==> src/rtl/regfile_mp.sv <==
// rtl/regfile_mp.sv - two-read/one-write register file with bulk-clear engine
// Optional write-to-read forwarding when REGFILE_BYPASS_EN is defined.
module regfile_mp #(
    parameter int DATA_W   = 32,
    parameter int ADDR_W   = 5,
    parameter int ZERO_REG = 1
) (
    input  logic              clk,
    input  logic              rst,
    input  logic              regwrite,
    input  logic [ADDR_W-1:0] rd,
    input  logic [DATA_W-1:0] write_data,
    input  logic [ADDR_W-1:0] rs,
    input  logic [ADDR_W-1:0] rt,
    output logic [DATA_W-1:0] rdata1,
    output logic [DATA_W-1:0] rdata2,
    input  logic              clear_req,
    output logic              clear_busy,
    output logic              clear_done,
    output logic              wr_drop
);
    localparam int DEPTH = 1 << ADDR_W;
    localparam logic [0:0] ST_IDLE  = 1'b0;
    localparam logic [0:0] ST_CLEAR = 1'b1;

    logic [0:0]        state;
    logic [ADDR_W-1:0] clr_cnt;
    logic [DATA_W-1:0] mem [DEPTH];
    logic              clr_last;
    logic              wr_en;
    logic              rd_is_zero;
    logic [DATA_W-1:0] rd_val1;
    logic [DATA_W-1:0] rd_val2;

    assign clear_busy = (state == ST_CLEAR);
    assign clr_last   = (clr_cnt == {ADDR_W{1'b1}});
    assign rd_is_zero = (ZERO_REG != 0) && (rd == '0);
    assign wr_en      = (state == ST_IDLE) && regwrite && !rd_is_zero;

    always_comb begin
        rd_val1 = mem[rs];
        rd_val2 = mem[rt];
        if ((ZERO_REG != 0) && (rs == '0)) rd_val1 = '0;
        if ((ZERO_REG != 0) && (rt == '0)) rd_val2 = '0;
`ifdef REGFILE_BYPASS_EN
        // Forward the value being written so ID never sees a stale WB result
        if (wr_en && (rd == rs)) rd_val1 = write_data;
        if (wr_en && (rd == rt)) rd_val2 = write_data;
`endif
    end

    always_ff @(posedge clk or posedge rst) begin
        if (rst) begin
            for (int i = 0; i < DEPTH; i++) mem[i] <= '0;
        end else if (state == ST_CLEAR) begin
            mem[clr_cnt] <= '0;
        end else if (wr_en) begin
            mem[rd] <= write_data;
        end
    end

    always_ff @(posedge clk or posedge rst) begin
        if (rst) begin
            state      <= ST_IDLE;
            clr_cnt    <= '0;
            clear_done <= 1'b0;
            wr_drop    <= 1'b0;
        end else begin
            clear_done <= 1'b0;
            wr_drop    <= 1'b0;
            if (state == ST_CLEAR) begin
                wr_drop <= regwrite;
                if (clr_last) begin
                    state      <= ST_IDLE;
                    clr_cnt    <= '0;
                    clear_done <= 1'b1;
                end else begin
                    clr_cnt <= clr_cnt + 1'b1;
                end
            end else if (clear_req) begin
                state   <= ST_CLEAR;
                clr_cnt <= '0;
            end
        end
    end

    // The array is unreadable while the clear engine owns it
    always_ff @(posedge clk or posedge rst) begin
        if (rst) begin
            rdata1 <= '0;
            rdata2 <= '0;
        end else if (state == ST_CLEAR) begin
            rdata1 <= '0;
            rdata2 <= '0;
        end else begin
            rdata1 <= rd_val1;
            rdata2 <= rd_val2;
        end
    end
endmodule
==> config.mk <==
export PLATFORM = sky130hd
export DESIGN_NAME = regfile_mp
export DESIGN_NICKNAME = d
export VERILOG_FILES = /design/src/rtl/regfile_mp.sv
export SDC_FILE = /design/constraint.sdc
export NUM_CORES = 2
export LEC_CHECK = 0
export ABC_CLOCK_PERIOD_IN_PS = 64300
export CORE_MARGIN = 2
export CORE_UTILIZATION = 35
export CTS_CLUSTER_SIZE = 16
export DETAILED_ROUTE_END_ITERATION = 10
export GPL_ROUTABILITY_DRIVEN = 0
export GPL_TIMING_DRIVEN = 1
export PLACE_DENSITY = 0.51
export SKIP_CTS_REPAIR_TIMING = 1
export SLEW_MARGIN = 5
export SYNTH_ARGS = -nofsm -noshare
export SYNTH_HDL_FRONTEND = slang
export SYNTH_SLANG_ARGS = --single-unit
==> constraint.sdc <==
create_clock -name clk -period 64.3 [get_ports clk]
set_input_delay 16.075 -clock clk [delete_from_list [all_inputs] [get_ports clk]]
set_output_delay 16.075 -clock clk [all_outputs]
set_load 0.005 [all_outputs]
# Word level (Yosys, flattened, before mapping)
# Cells that the tools add are included.
# totals
regBits,1096
latch_bits,0
ramBits,0
rom_bits,0
out_inout_bits,67
elab_cells,89
memories,0
# op_classes
n_addsub,1
multipliers,0
div_mod_pow,0
order_cmp,6
n_eq_ne,1
n_shift,0
n_mux,26
n_bitwise,7
reduce_logical,10
# op_table
operator,n
1024-bit two-way mux,2
1024-bit bitwise AND,1
1024-bit bitwise mux,1
1024-bit inverter,1
32-bit binary-select mux with 5-bit select,2
32-bit demux with 5-bit select,2
32-bit two-way mux,10
"6-bit >= comparator, second input constant",4
5-bit inverter with 6-bit output,4
5-bit logical NOT,3
5-bit two-way mux,3
"6-bit by 1-bit less-than comparator with 1-bit output, second input constant",2
1-bit two-way mux,6
"5-bit by 1-bit adder with 5-bit output, second input constant",1
"5-bit equality test, second input constant",1
1-bit logical AND,4
2-bit nonzero test,2
1-bit logical NOT,1
1-bit inverter,1

# Depth between registers and ports, before layout
# logic_depth
ltp_word,8
mapped_depth,8
depth_no_buf,6

# Worst setup path before layout
# No wires, ideal clock.
# synth_path
path_type,input port to flip-flop
startpoint,input rt[0]
endpoint,register rdata2[11]
t_arrival_ns,17.517
path_slack_ns,46.649
cell_stages,6
path_buffers,3
path_cell_list,buf_2 > buf_2 > buf_2 > mux4_2 > a22oi_1 > nand4_1
# synth_between
elab_chain_len,6
elab_cells_between_ends,7
cone_classes,mux: 5; bitwise: 1; reduce/logical: 1
# synth_lines
element,line,rtl
from (decl),14,"input logic [ADDR_W-1:0] rt,"
5-bit inverter with 6-bit output (implied by the code),42,rd_val2 = mem[rt];
32-bit binary-select mux with 5-bit select,42,
32-bit two-way mux (implied by the code) (2 in a row),42,
32-bit two-way mux *,44,if ((ZERO_REG != 0) && (rt == '0)) rd_val2 = '0;
32-bit two-way mux *,92,end else if (state == ST_CLEAR) begin
to (signal assigned),97,rdata2 <= rd_val2;
to (decl),16,"output logic [DATA_W-1:0] rdata2,"
# Every way passes the cells marked *; elsewhere a longest branch is shown, timed or not. The select of a mux whose other input is x is not followed.
# A chain may end at the register's enable or synchronous reset.

==> metrics.txt <==
Hold Path Class=register to register; Sequential Area=0.02743 mm^2; period utilization=0.3043; IO Pins=around 120; most common cell after layout, fill and taps aside=dfrtp_1; Power Total=around 2.0 mW; number of global-route vias before repair=about 41000; Layout Nets=roughly 4000; Vias per Instance=6.723; synthesized flop and latch total=~1100; most frequent cells in the layout=1096 x dfrtp_1, 992 x a22o_1, 388 x mux2i_1, 317 x mux4_2, 188 x o22ai_1; Num CTS Buffers=about 130; die area=between 0.15 and 0.2 mm^2; clk_skew=0.02077 ns; clk_lat worst skew=roughly 0.79 ns; CTS Root Cell=clkbuf_16; Cells after Synth=about 4000; Setup Crit Path Kind=input port to asynchronous set/reset pin; slowest library cell on the worst path=buf_4; CP bufs+invs=6; CTS tree=built; register area share after synthesis=0.5076; pin count of the biggest net entering global routing=roughly 120; # clock sinks=around 1100; CP required=approximately 65 ns; setup TNS=0 ns; CP peak stage delay=0.84 ns; FILL cells=around 14000; DRT Wirelength=about 230 mm; type of destination of the critical path=asynchronous set/reset pin; area delta synth->final=14.32%; global route total overflow=0; area taken by multi-input logic gates=0.02493 mm^2; Die X=between 300 and 400 um; fin area=0.06178 mm^2; CP most frequent cell=buf_4; mapped cell area=0.05404 mm^2; DPL Wire Length=roughly 120 mm; syn_nets=between 4000 and 5000; Tot GR Track Use=0.2847; Hold EP=mem[1014]; Final Hold Fails=0; Slew headroom=0.07996; DRT antenna net count=0; crit-path max FO=98; crit start category=input port; core box area=around 0.15 mm^2; Die Y=396.9 um; r2r endpoint=mem[743]; Post-DP Area=approximately 0.057 mm^2; reg2reg start=clear_busy; Hold Crit Start=mem[1014]; Worst Path Arrival=a little over 20 ns; top cell family by delay on the critical path=buffers and inverters; WL/cell=37.26 um; Post-synth EDFFs=0; FFs w/ async S/R, synth=1.000; num rows=between 100 and 150; drt pass-1 iters=6; flop2flop setup slack=between 60 and 70 ns; status=complete, no violations; Fmax=between 0.05 and 0.06 GHz; initial core utilization=0.3516; H-tree Lvls=4; Cell Chain, Critical Path=clkdlybuf4s50_1 -> inv_8 -> buf_4 -> buf_4 -> buf_4 -> buf_4; pwr/cell area=between 30 and 40 mW/mm^2; DRC Markers=0; Max clock buf depth=3; first-pass GRT wire length=321.0 mm; Worst Tran Pin Value=between 1 and 1.5 ns; syn_area_per_cell=between 10 and 15 um^2; input/output buffers=around 120; Vias=just over 40000; peak supply drop=roughly 29 uV; Crit path depth=6; Max Cap Viol=0; Starting DRT DRC Count=4528; initial antenna violation count=9; worst reg2reg path depth=7; Clk pin slew, worst setup/hold paths=about 0.060 ns; Leakage Power=27.15 nW; Yosys warning count=0; Final setup viols=0; hold depth=1; min cycle time layout=just under 20 ns; RSZ-0062 raised after global routing=no; number of distinct library cells after synthesis=53; Max Slew Vio Count=0; leading register cell type out of synthesis=dfrtp_1; layout cell share with drive strength beyond 1=0.1927
-- how the worst max path moves through the flow --
| stage | startpoint | to | slack (ns) |
|---|---|---|---|
| detailed placement | rst | rdata2[28] | 43.79 |
| global route | rst | mem[551] | 44.11 |
| global placement | rst | mem[712] | 43.78 |
| finish | rst | mem[712] | 44.73 |
| floorplan | rst | clear_busy | 17.37 |
| CTS | rst | mem[712] | 44.61 |
-- metrics by stage --
step           worst slack [ns]  utilization  hold WS, ns  instances
6_report                  44.73       0.4020       0.5093       6057
3_5_place_dp              43.79       0.3732       0.4888       5822
2_1_floorplan             17.37            -       0.4486       4004
4_1_cts                   44.61       0.4019       0.5066       6055
5_1_grt                   44.11       0.4019       0.5169       6056
3_3_place_gp              43.78       0.3732       0.4684       5822
-- final cells by class --
cell class              count  share of cell area
multi-input cells        2400              0.4036
clock buffers             191             0.06163
well taps                2044             0.04140
flip-flops and latches   1096              0.4440
diodes                      2          0.00008102
clock inverters            42            0.009702
repair buffers            275             0.03905
inverters                   7           0.0005469
-- cells by family (layout without fill, tap and decap cells) --
group | count (synthesis) | after routing | synth area share
xor gates and xnor gates | 2 | 2 | 0.0003242
and+or+nand+nor | 211 | 211 | 0.02519
buffers and inverters | 508 | 515 | 0.04193
muxes | 705 | 705 | 0.2040
AOI/OAI and AO/OA | 1477 | 1477 | 0.2198
adders and majority gates | 5 | 5 | 0.001158
DFF | 1096 | 1096 | 0.5076
other | 0 | 2 | 0
-- power by group --
group | switching (mW) | internal (mW)
registers | 0.0816 | 0.790
clock network | 0.314 | 0.460
logic | 0.228 | 0.168
-- layer usage --
layer  vias up  GRT usage  part of all wire
met5         -          0           0.00021
li1      15990          -                 -
met4         8     0.1205             0.047
met2      2421     0.4300              0.45
met3       530    0.07233             0.093
met1     21780     0.3888              0.41
-- registers in the layout, indices dropped and copies added (netlist names) --
name / cells
wr_drop: 1
clr_cnt: 5
mem: 1024
clear_done: 1
rdata1: 32
clear_busy: 1
rdata2: 32
-- cell usage after synthesis (13+ instances only) --
| cell | number | area share |
|---|---|---|
| buf_6 | 13 | 0.0027 |
| buf_2 | 152 | 0.014 |
| and2_1 | 39 | 0.0045 |
| clkbuf_1 | 309 | 0.021 |
| mux2i_1 | 388 | 0.072 |
| a22oi_1 | 187 | 0.026 |
| nor2_1 | 23 | 0.0016 |
| dfrtp_1 | 1096 | 0.51 |
| o22ai_1 | 188 | 0.022 |
| a22o_1 | 992 | 0.16 |
| nand4_1 | 62 | 0.0072 |
| a21oi_1 | 26 | 0.0024 |
| o21ai_0 | 66 | 0.0061 |
| mux4_2 | 317 | 0.13 |
| buf_4 | 19 | 0.0026 |
(Power assumes the default switching activity.)
